File: src/rtl/prim_alert_rx_bank_pkg.sv
// prim_alert_rx_bank_pkg: shared handshake state encoding and link bit positions
package prim_alert_rx_bank_pkg;
    typedef enum logic [1:0] {Idle, HsAckWait, Pause} alert_state_e;
    localparam int RxW      = 4;
    localparam int TxW      = 2;
    localparam int RxPingP  = 3;
    localparam int RxPingN  = 2;
    localparam int RxAckP   = 1;
    localparam int RxAckN   = 0;
    localparam int TxAlertP = 1;
    localparam int TxAlertN = 0;
endpackage

File: src/rtl/prim_alert_rx_bank_if.sv
// prim_alert_rx_bank_if: alert link bundle plus ping control/status for all channels
interface prim_alert_rx_bank_if #(
    parameter int NumAlerts    = 4,
    parameter int PingTimeoutW = 8
);
    import prim_alert_rx_bank_pkg::*;
    logic [NumAlerts-1:0]     ping_req;
    logic [PingTimeoutW-1:0]  ping_timeout_cyc;
    logic [NumAlerts-1:0]     ping_ok;
    logic [NumAlerts-1:0]     ping_timeout;
    logic [NumAlerts-1:0]     integ_fail;
    logic [NumAlerts-1:0]     alert;
    logic [RxW*NumAlerts-1:0] alert_rx;
    logic [TxW*NumAlerts-1:0] alert_tx;
    modport master (
        output ping_req, ping_timeout_cyc, alert_tx,
        input  ping_ok, ping_timeout, integ_fail, alert, alert_rx
    );
    modport slave (
        input  ping_req, ping_timeout_cyc, alert_tx,
        output ping_ok, ping_timeout, integ_fail, alert, alert_rx
    );
endinterface

File: src/rtl/prim_alert_rx_bank_chan.sv
// prim_alert_rx_bank_chan: one alert link - decoder, ack handshake FSM, pause counter, ping timer
module prim_alert_rx_bank_chan
    import prim_alert_rx_bank_pkg::*;
#(
    parameter bit AsyncOn      = 1'b0,
    parameter int PauseCycles  = 2,
    parameter int PingTimeoutW = 8
) (
    input  logic                    clk_i,
    input  logic                    rst_ni,
    input  logic                    i_ping_req,
    input  logic [PingTimeoutW-1:0] i_ping_timeout,
    input  logic [TxW-1:0]          i_alert_tx,
    output logic                    o_ping_ok,
    output logic                    o_ping_timeout,
    output logic                    o_integ_fail,
    output logic                    o_alert,
    output logic [RxW-1:0]          o_alert_rx
);
    localparam int PauseW = PauseCycles > 1 ? $clog2(PauseCycles) : 1;
    localparam logic [PauseW-1:0] PauseLoad = PauseW'(PauseCycles - 1);

    logic [TxW-1:0] w_tx;

    if (AsyncOn) begin : g_sync
        logic [TxW-1:0] r_sync1, r_sync2;
        // two-flop synchroniser; resets to the idle pattern so no false integrity error
        always_ff @(posedge clk_i or negedge rst_ni) begin
            if (!rst_ni) begin
                r_sync1 <= 2'b01;
                r_sync2 <= 2'b01;
            end else begin
                r_sync1 <= i_alert_tx;
                r_sync2 <= r_sync1;
            end
        end
        assign w_tx = r_sync2;
    end else begin : g_nosync
        assign w_tx = i_alert_tx;
    end

    alert_state_e            r_state;
    logic                    r_ack, r_tog, r_pend, r_req;
    logic [PauseW-1:0]       r_pause;
    logic [PingTimeoutW-1:0] r_timer;
    logic                    w_level, w_sigint, w_idle_hit, w_rise, w_tmo_en;

    assign w_sigint       = w_tx[TxAlertP] == w_tx[TxAlertN];
    assign w_level        = w_tx[TxAlertP];
    assign w_idle_hit     = r_state == Idle && w_level && !w_sigint;
    assign w_rise         = i_ping_req && !r_req;
    assign w_tmo_en       = r_pend && i_ping_timeout != '0;
    assign o_ping_ok      = w_idle_hit && r_pend;
    assign o_alert        = w_idle_hit && !r_pend;
    assign o_integ_fail   = w_sigint;
    assign o_ping_timeout = w_tmo_en && r_timer == PingTimeoutW'(1) && !o_ping_ok && i_ping_req;

    assign o_alert_rx[RxPingP] = r_tog;
    assign o_alert_rx[RxPingN] = ~r_tog;
    assign o_alert_rx[RxAckP]  = r_ack;
    assign o_alert_rx[RxAckN]  = ~r_ack;

    // handshake FSM: ack mirrors a clean alert level, then a fixed pause; a broken pair aborts to Idle
    always_ff @(posedge clk_i or negedge rst_ni) begin
        if (!rst_ni) begin
            r_state <= Idle;
            r_ack   <= 1'b0;
            r_pause <= '0;
        end else if (w_sigint) begin
            r_state <= Idle;
            r_ack   <= 1'b0;
        end else begin
            case (r_state)
                Idle: begin
                    r_state <= w_level ? HsAckWait : Idle;
                    r_ack   <= w_level;
                end
                HsAckWait: begin
                    r_state <= w_level ? HsAckWait : Pause;
                    r_ack   <= w_level;
                    r_pause <= PauseLoad;
                end
                Pause: begin
                    r_state <= r_pause == '0 ? Idle : Pause;
                    r_ack   <= 1'b0;
                    r_pause <= r_pause - PauseW'(r_pause != '0);
                end
                default: begin
                    r_state <= Idle;
                    r_ack   <= 1'b0;
                end
            endcase
        end
    end

    // ping tracking: toggle per request edge, stay pending until answered, timed out or withdrawn
    always_ff @(posedge clk_i or negedge rst_ni) begin
        if (!rst_ni) begin
            r_req   <= 1'b0;
            r_tog   <= 1'b0;
            r_pend  <= 1'b0;
            r_timer <= '0;
        end else begin
            r_req   <= i_ping_req;
            r_tog   <= r_tog ^ w_rise;
            r_pend  <= w_rise || (r_pend && i_ping_req && !o_ping_ok && !o_ping_timeout);
            r_timer <= w_rise ? i_ping_timeout :
                       (w_tmo_en && r_timer != '0) ? r_timer - PingTimeoutW'(1) : r_timer;
        end
    end
endmodule

File: src/rtl/prim_alert_rx_bank.sv
// prim_alert_rx_bank: NumAlerts independent alert receivers sharing one ping timeout setting
module prim_alert_rx_bank
    import prim_alert_rx_bank_pkg::*;
#(
    parameter int                   NumAlerts    = 4,
    parameter logic [NumAlerts-1:0] AsyncOn      = '0,
    parameter int                   PauseCycles  = 2,
    parameter int                   PingTimeoutW = 8
) (
    input logic                clk_i,
    input logic                rst_ni,
    prim_alert_rx_bank_if.slave bus
);
    for (genvar i = 0; i < NumAlerts; i++) begin : g_chan
        prim_alert_rx_bank_chan #(
            .AsyncOn      (AsyncOn[i]),
            .PauseCycles  (PauseCycles),
            .PingTimeoutW (PingTimeoutW)
        ) u_chan (
            .clk_i          (clk_i),
            .rst_ni         (rst_ni),
            .i_ping_req     (bus.ping_req[i]),
            .i_ping_timeout (bus.ping_timeout_cyc),
            .i_alert_tx     (bus.alert_tx[TxW*i +: TxW]),
            .o_ping_ok      (bus.ping_ok[i]),
            .o_ping_timeout (bus.ping_timeout[i]),
            .o_integ_fail   (bus.integ_fail[i]),
            .o_alert        (bus.alert[i]),
            .o_alert_rx     (bus.alert_rx[RxW*i +: RxW])
        );
    end
endmodule

File: src/flat_wrapper.sv
// flat-port wrapper written by rule: the top's interface ports become plain ports
module prim_alert_rx_bank_flat import prim_alert_rx_bank_pkg::*;
#(
    parameter int                   NumAlerts    = 4,
    parameter logic [NumAlerts-1:0] AsyncOn      = '0,
    parameter int                   PauseCycles  = 2,
    parameter int                   PingTimeoutW = 8
)
  (clk_i, rst_ni, bus_ping_req, bus_ping_timeout_cyc, bus_alert_tx, bus_ping_ok, bus_ping_timeout, bus_integ_fail, bus_alert, bus_alert_rx);
  prim_alert_rx_bank_if #(.NumAlerts(NumAlerts), .PingTimeoutW(PingTimeoutW)) bus_i ();
  input logic clk_i;
  input logic rst_ni;
  input wire logic [$bits(bus_i.ping_req)-1:0] bus_ping_req;
  input wire logic [$bits(bus_i.ping_timeout_cyc)-1:0] bus_ping_timeout_cyc;
  input wire logic [$bits(bus_i.alert_tx)-1:0] bus_alert_tx;
  output wire logic [$bits(bus_i.ping_ok)-1:0] bus_ping_ok;
  output wire logic [$bits(bus_i.ping_timeout)-1:0] bus_ping_timeout;
  output wire logic [$bits(bus_i.integ_fail)-1:0] bus_integ_fail;
  output wire logic [$bits(bus_i.alert)-1:0] bus_alert;
  output wire logic [$bits(bus_i.alert_rx)-1:0] bus_alert_rx;
  assign bus_i.ping_req = bus_ping_req;
  assign bus_i.ping_timeout_cyc = bus_ping_timeout_cyc;
  assign bus_i.alert_tx = bus_alert_tx;
  assign bus_ping_ok = bus_i.ping_ok;
  assign bus_ping_timeout = bus_i.ping_timeout;
  assign bus_integ_fail = bus_i.integ_fail;
  assign bus_alert = bus_i.alert;
  assign bus_alert_rx = bus_i.alert_rx;
  prim_alert_rx_bank #(.NumAlerts(NumAlerts), .AsyncOn(AsyncOn), .PauseCycles(PauseCycles), .PingTimeoutW(PingTimeoutW)) u_core (.clk_i(clk_i), .rst_ni(rst_ni), .bus(bus_i));
endmodule
File: config.mk
export PLATFORM = sky130hd
export DESIGN_NAME = prim_alert_rx_bank_flat
export DESIGN_NICKNAME = d
export VERILOG_FILES = /design/src/rtl/prim_alert_rx_bank_pkg.sv /design/src/rtl/prim_alert_rx_bank_if.sv /design/src/rtl/prim_alert_rx_bank_chan.sv /design/src/rtl/prim_alert_rx_bank.sv /design/src/flat_wrapper.sv
export SDC_FILE = /design/constraint.sdc
export NUM_CORES = 1
export LEC_CHECK = 0
export ABC_AREA = 1
export CAP_MARGIN = 20
export CORE_MARGIN = 5
export CORE_UTILIZATION = 50
export CTS_CLUSTER_DIAMETER = 150
export DETAILED_ROUTE_END_ITERATION = 8
export PLACE_DENSITY = 0.71
export SLEW_MARGIN = 10
export SYNTH_ARGS = -nofsm -noshare
export SYNTH_HDL_FRONTEND = slang
export SYNTH_SLANG_ARGS = --single-unit
export TNS_END_PERCENT = 10
File: constraint.sdc
create_clock -name clk_i -period 3.8 [get_ports clk_i]
set_input_delay 0.38 -clock clk_i [delete_from_list [all_inputs] [get_ports clk_i]]
set_output_delay 0.38 -clock clk_i [all_outputs]
set_load 0.01 [all_outputs]
==> results.json, run 1 <==
{
  "rsz0062_at_grt": "no",
  "syn_inst": 571,
  "yosys.area_share.adder_pct": 7.31,
  "timing.fmax_ghz": 0.394,
  "place.gp.congestion": 0.924,
  "wl_mm": 9.15,
  "numCtsBuffers": 9,
  "worstPathCellList": "clkdlybuf4s50_1, nor2_1, nand2_2, nor2_4, nor2_4, nand3_1, inv_1, clkdlybuf4s50_1",
  "pre_cts_slack_ps": 1280,
  "postCtsResizedCells": 0,
  "synthTopCellsByArea": "dfrtp_1, nand2_1, nand3_1",
  "p_leak_nw": 2.48,
  "drtPass1Iterations": 4,
  "status": "complete, no violations",
  "io_buffers": 53,
  "critPathCaptureType": "output port",
  "maxCapViolations": 0,
  "wl_met3_microns": 468,
  "synth_top_area_share_pct": 36.5,
  "hp-class": "in2async",
  "num_io_pins": 54,
  "synth_area_sq_um": 4110,
  "routedWlPerCell_microns": 12.8,
  "clock-sinks": 60,
  "synth_warnings": 0,
  "cts.htree.levels": 3,
  "m1WireLength_mm": 4.10,
  "finalCritPeriodShare_pct": 66.8,
  "fillers": 779,
  "synth-edff-count": 0,
  "cp_slowest_cell": "clkdlybuf4s50_1",
  "synth_nets": 617,
  "dr.max_layer_used": "met4",
  "root_buffer": "clkbuf_8",
  "initial_core_util_pct": 50.8,
  "ys_seq_area_share_pct": 36.5,
  "multi_input_area_sq_um": 2080,
  "yosys.cell_types.count": 27,
  "p_per_area_nw_per_um2": 575,
  "core_area_sq_um": 8090,
  "setup_slack_ps": 1260,
  "cts_tree": "done",
  "grt-ovfl-total": 0,
  "ys_async_sr_fraction_pct": 100,
  "drive_above_1_share_pct": 6.86,
  "ant_nets": 0,
  "placed_cell_area_sq_um": 4580,
  "grt_pass1_vias": 3460,
  "fin_area_sq_um": 4750,
  "clockBufferDepth": 2,
  "antenna_found_initial": 0,
  "cts_setup_buffers": 0,
  "synthSimpleGateAreaFrac_pct": 36.1,
  "finalHoldViolCount": 0,
  "worst_pin_slew_ps": 839,
  "grt_first_pass_wirelength_mm": 15.5,
  "seqCellArea_sq_um": 1500,
  "fp.dieH_microns": 101,
  "wl_met2_mm": 4.39,
  "synth_top_cells_by_count": "nand2_1, inv_1, nand3_1, dfrtp_1, nor2_1",
  "crit_required_ps": 3420,
  "synth-compound-area-share_pct": 5.12,
  "avgSynthCellArea_sq_um": 7.20,
  "tns_ps": 0,
  "ys_seq_elements": 60,
  "dieArea_sq_um": 10100,
  "setup_viol": 0,
  "worst_setup_path_start_kind": "primary input",
  "yosys.area_share.xor_xnor_pct": 2.13,
  "area_growth_pct": 15.6,
  "drtIter0Drc": 194,
  "vias": 3654,
  "synthMuxAreaShare_pct": 0,
  "clk_pin_slew_worst_paths_ps": 80,
  "vdd_drop_max_mv": 0.327,
  "dieWidth_microns": 101,
  "dp_hpwl_mm": 6.95,
  "worstSkewPairLatency_ps": 350,
  "yosysTopAreaCell": "dfrtp_1",
  "drc": 0,
  "path_max_fanout": 6,
  "relSlewSlack_pct": 44.1,
  "fin_crit_ps": 2540,
  "max_stage_delay_ps": 520,
  "synth_most_common_cell": "nand2_1",
  "drt-vias-per-instance": 5.10,
  "final_nets": 653,
  "slew_violations": 0,
  "worstSetupPathType": "in2out",
  "fin_skew_ps": 12.6,
  "rows": 33,
  "grt_max_degree": 38,
  "antennaDiodeCount": 0,
  "synth-main-ff-cell": "dfrtp_1",
  "hold_buffers": 0,
  "synth_top_family_by_area": "simple AND/OR/NAND/NOR gates",
  "crit_arrival_ps": 2160,
  "track_usage_pct": 19.1
}
## metrics by stage
stage | hold WS (ps) | utilization, % | instances | power (mW)
after global routing | 192 | 58.7 | 717 | 2.98
after CTS | 165 | 58.7 | 717 | 2.74
after floorplan | 84.4 | - | 571 | 1.90
after global placement | 471 | 56.6 | 701 | 2.18
after detailed placement | 481 | 56.6 | 701 | 2.22
final | 137 | 58.7 | 717 | 2.73
## per-layer routing
metal / track usage (%) / up-vias
met5: 0 / -
met4: 6.94 / 0
met3: 4.57 / 14
met2: 31.4 / 93
met1: 24.3 / 1703
li1: - / 1844
## cell usage in the layout, fill, tap and decap left out, types with 6 or more instances in the layout
cell type          n
nand2_1          152
xor2_1            10
nor3_1            13
inv_1             81
nor2_1            53
ha_1              24
o21ai_0           24
clkdlybuf4s50_1   52
o21ai_1            6
nand4_1            7
nor2_2             7
clkbuf_8          10
nand3_1           76
dfrtp_1           60
## flip-flops by register name (all words and copies together), names as in the netlist
| name | flops |
|---|---|
| u_core.g_chan.u_chan.r_timer | 32 |
| u_core.g_chan.u_chan.r_ack | 4 |
| u_core.g_chan.u_chan.r_state | 8 |
| u_core.g_chan.u_chan.r_pend | 4 |
| u_core.g_chan.u_chan.r_pause | 4 |
| u_core.g_chan.u_chan.r_tog | 4 |
| u_core.g_chan.u_chan.r_req | 4 |
## cell type report
cell class,count,share of cell area (%)
Sequential cell,60,31.6
Tap cell,105,2.77
Inverter,83,6.56
Clock inverter,4,0.527
Timing Repair Buffer,57,11.7
Clock buffer,12,3.06
Multi-Input combinational cell,396,43.8
## logic make-up (layout without fill, tap and decap cells)
family,after synthesis,count (layout)
adders and majority gates,24,24
and+or+nand+nor,323,323
xor gates and xnor gates,10,10
AOI/OAI and AO/OA,39,39
buffers and inverters,115,156
DFF,60,60
## path summary, 6_finish.rpt
check / startpoint / to / slack (ps) / cells after the start
max in group asynchronous: rst_ni / u_core.g_chan[1].u_chan.r_timer[5]$_DFFE_PN0P_ / 2820 / 2
max: bus_ping_timeout_cyc[3] / bus_ping_timeout[2] / 1260 / 8
min: rst_ni / u_core.g_chan[0].u_chan.r_timer[6]$_DFFE_PN0P_ / 140 / 1
max reg2reg: u_core.g_chan[2].u_chan.r_timer[0]$_DFFE_PN0P_ / u_core.g_chan[2].u_chan.r_timer[7]$_DFFE_PN0P_ / 2170 / 9
min in group clk_i: u_core.g_chan[3].u_chan.r_tog$_DFF_PN0_ / u_core.g_chan[3].u_chan.r_tog$_DFF_PN0_ / 490 / 1
min reg2reg: u_core.g_chan[3].u_chan.r_tog$_DFF_PN0_ / u_core.g_chan[3].u_chan.r_tog$_DFF_PN0_ / 490 / 1
## report_power, final
part	total [mW]	internal (mW)	leakage (nW)	switching, mW
combinational	1.17	0.480	1.65	0.695
clock	0.512	0.252	0.0824	0.259
sequential	1.04	0.838	0.746	0.205
## worst max-delay path: cells and delay by family
family | cells | cell delay [ps]
simple gates | 5 | 740
buf+inv | 3 | 1030
No activity file was read; power rests on OpenSTA's default activity.
==> run 2: changes to the inputs <==
Settings changed: PLACE_DENSITY 0.71 to 0.74.
Clock period 3.8 ns to 2.15 ns, I/O delays scaled along.
==> run 2 against run 1 <==
Against the previous run: clock skew is 3.0 ps lower; count of clock-buffer cells in the layout is 2 lower; die area stayed put; via count is 1.8% higher; global-route usage is 1.3 points higher; utilization is 2.5 points higher; clock power grew to 2.5 times the previous value; critical path type is now reg2out; largest power group unchanged.
==> results.json, run 2 (synthesis gave the netlist of run 1 again) <==
{
  "status": "complete, no violations",
  "hp-start": "bus_ping_req[3]",
  "fin_skew_ps": 9.58,
  "drc": 0,
  "timing.hold.ws_ps": 362,
  "vdd_drop_max_mv": 0.458,
  "ant_nets": 0,
  "r2r-end": "u_core.g_chan[2].u_chan.r_timer[7]$_DFFE_PN0P_",
  "rrSetupSlack_ps": 520,
  "top_register": "u_core.g_chan.u_chan.r_timer",
  "vias": 3719,
  "clock-sinks": 60,
  "tns_ps": 0,
  "dp_hpwl_mm": 7.21,
  "p_int_mw": 3.16,
  "grt_max_degree": 32,
  "cts.htree.levels": 3,
  "fin_cells": 730,
  "timing.fmax_ghz": 0.477,
  "grt_first_pass_wirelength_mm": 16.6,
  "finalCritPeriodShare_pct": 97.6,
  "m1WireLength_mm": 4.20,
  "fin_util_pct": 61.2,
  "crit_arrival_ps": 1880,
  "min_path_cells": 1,
  "wl_met2_mm": 4.92,
  "initial_core_util_pct": 50.8,
  "routedWlPerCell_microns": 13.3,
  "worst_pin_slew_ps": 530,
  "slew_violations": 0,
  "finalPower_mw": 5.28,
  "place.gp.congestion": 0.903,
  "final_common_cell": "nand2_1",
  "p_per_area_nw_per_um2": 1070,
  "fin_crit_ps": 2100,
  "drtPass1Iterations": 5,
  "drtIter0Drc": 181,
  "track_usage_pct": 20.3,
  "clockBufferDepth": 2,
  "area_growth_pct": 20.6,
  "rsz0062_at_grt": "yes",
  "whs_endpoint": "u_core.g_chan[3].u_chan.r_req$_DFF_PN0_",
  "pre_cts_slack_ps": -4.08,
  "numCtsBuffers": 9,
  "cts_tree": "done",
  "reg2reg_depth": 9,
  "final_cell_mix": "nand2_1, inv_1, nand3_1, dfrtp_1, nor2_1",
  "switching_share_pct": 40.1,
  "placed_cell_area_sq_um": 4670,
  "grt_pass1_vias": 3645,
  "dp.cells": 713,
  "critPathCaptureType": "output port",
  "num_io_pins": 54,
  "dieArea_sq_um": 10100,
  "finalHoldViolCount": 0,
  "core_area_sq_um": 8090,
  "fillers": 738,
  "final_nets": 666,
  "path_max_fanout": 3,
  "fp.dieH_microns": 101,
  "power_switching_mw": 2.12,
  "rows": 33,
  "antennaDiodeCount": 0,
  "antenna_found_initial": 0,
  "clk_pin_slew_worst_paths_ps": 80,
  "root_buffer": "clkbuf_8",
  "grt-ovfl-total": 0,
  "worst_setup_path_start_kind": "flop",
  "fin_area_sq_um": 4950,
  "wl_mm": 9.71,
  "io_buffers": 53,
  "comb_power_share_pct": 40.4,
  "crit_required_ps": 1930,
  "drt-vias-per-instance": 5.09,
  "dieWidth_microns": 101,
  "maxCapViolations": 0,
  "worstSkewPairLatency_ps": 350,
  "multi_input_area_sq_um": 2100,
  "largest_reg_flops": 32,
  "timing.rr.start": "u_core.g_chan[2].u_chan.r_timer[0]$_DFFE_PN0P_",
  "hp-class": "in2reg",
  "dr.max_layer_used": "met4",
  "relSlewSlack_pct": 64.7,
  "seq_power_share_pct": 35.1,
  "wl_met3_microns": 435,
  "top_regs": "u_core.g_chan.u_chan.r_timer (32), u_core.g_chan.u_chan.r_state (8)",
  "drive_above_1_share_pct": 9.60,
  "seqCellArea_sq_um": 1500,
  "clockPowerShare_pct": 24.5,
  "p_leak_nw": 2.66,
  "setup_viol": 0,
  "worstSetupPathType": "reg2out",
  "setup_slack_ps": 51.9
}
## run 2: final cells by class
| cell class | count | area share [%] |
|---|---|---|
| repair buffers | 70 | 13.3 |
| multi-input cells | 396 | 42.4 |
| inverters | 83 | 6.29 |
| flip-flops and latches | 60 | 30.3 |
| well taps | 105 | 2.65 |
| clock inverters | 6 | 2.25 |
| clock buffers | 10 | 2.78 |
## run 2: power groups by stage
| stage | Sequential (mW) | Clock, mW | Combinational (mW) |
|---|---|---|---|
| 2_1_floorplan | 1.76 | 0 | 1.59 |
| 6_report | 1.85 | 1.29 | 2.13 |
| 4_1_cts | 1.84 | 1.31 | 2.13 |
| 3_3_place_gp | 1.84 | 0 | 2.04 |
| 5_1_grt | 1.91 | 1.36 | 2.45 |
| 3_5_place_dp | 1.86 | 0 | 2.11 |
## run 2: what timing repair did
action | in CTS | in global routing
hold buffers | 1 | 0
resized for setup | 6 | 9
hold endpoints to repair | 60 | 0
setup buffers | 0 | 0
setup endpoints to repair | 4 | 7
pin swaps | 0 | 0
## run 2: layer usage
metal  GRT usage, %  vias to the layer above
met2           35.4                       86
met5              0                        -
met1           25.9                     1749
li1               -                     1873
met4           6.84                        0
met3           2.84                       11
## run 2: critical path: stages, from the launching register on
cell,delay (ps)
dfrtp_1,400
inv_1,100
ha_1,180
nand3_1,150
nor2_2,160
clkdlybuf4s50_1,550
## run 2: worst max-delay path by stage
stage                                                 start                   to  cells after the start
6_report       u_core.g_chan[0].u_chan.r_state[0]$_DFF_PN0_       bus_ping_ok[0]                      5
3_3_place_gp                        bus_ping_timeout_cyc[2]  bus_ping_timeout[2]                      8
2_1_floorplan  u_core.g_chan[1].u_chan.r_state[0]$_DFF_PN0_  bus_ping_timeout[1]                      8
5_1_grt        u_core.g_chan[0].u_chan.r_state[0]$_DFF_PN0_       bus_ping_ok[0]                      5
3_5_place_dp                        bus_ping_timeout_cyc[4]  bus_ping_timeout[3]                      6
4_1_cts        u_core.g_chan[0].u_chan.r_state[0]$_DFF_PN0_       bus_ping_ok[0]                      5
==> run 3: changes to the inputs <==
Settings changed: HOLD_SLACK_MARGIN from default to 0.02.
==> results of run 3 <==
Same layout as run 2: the final DEF is identical, and so are final timing and power.
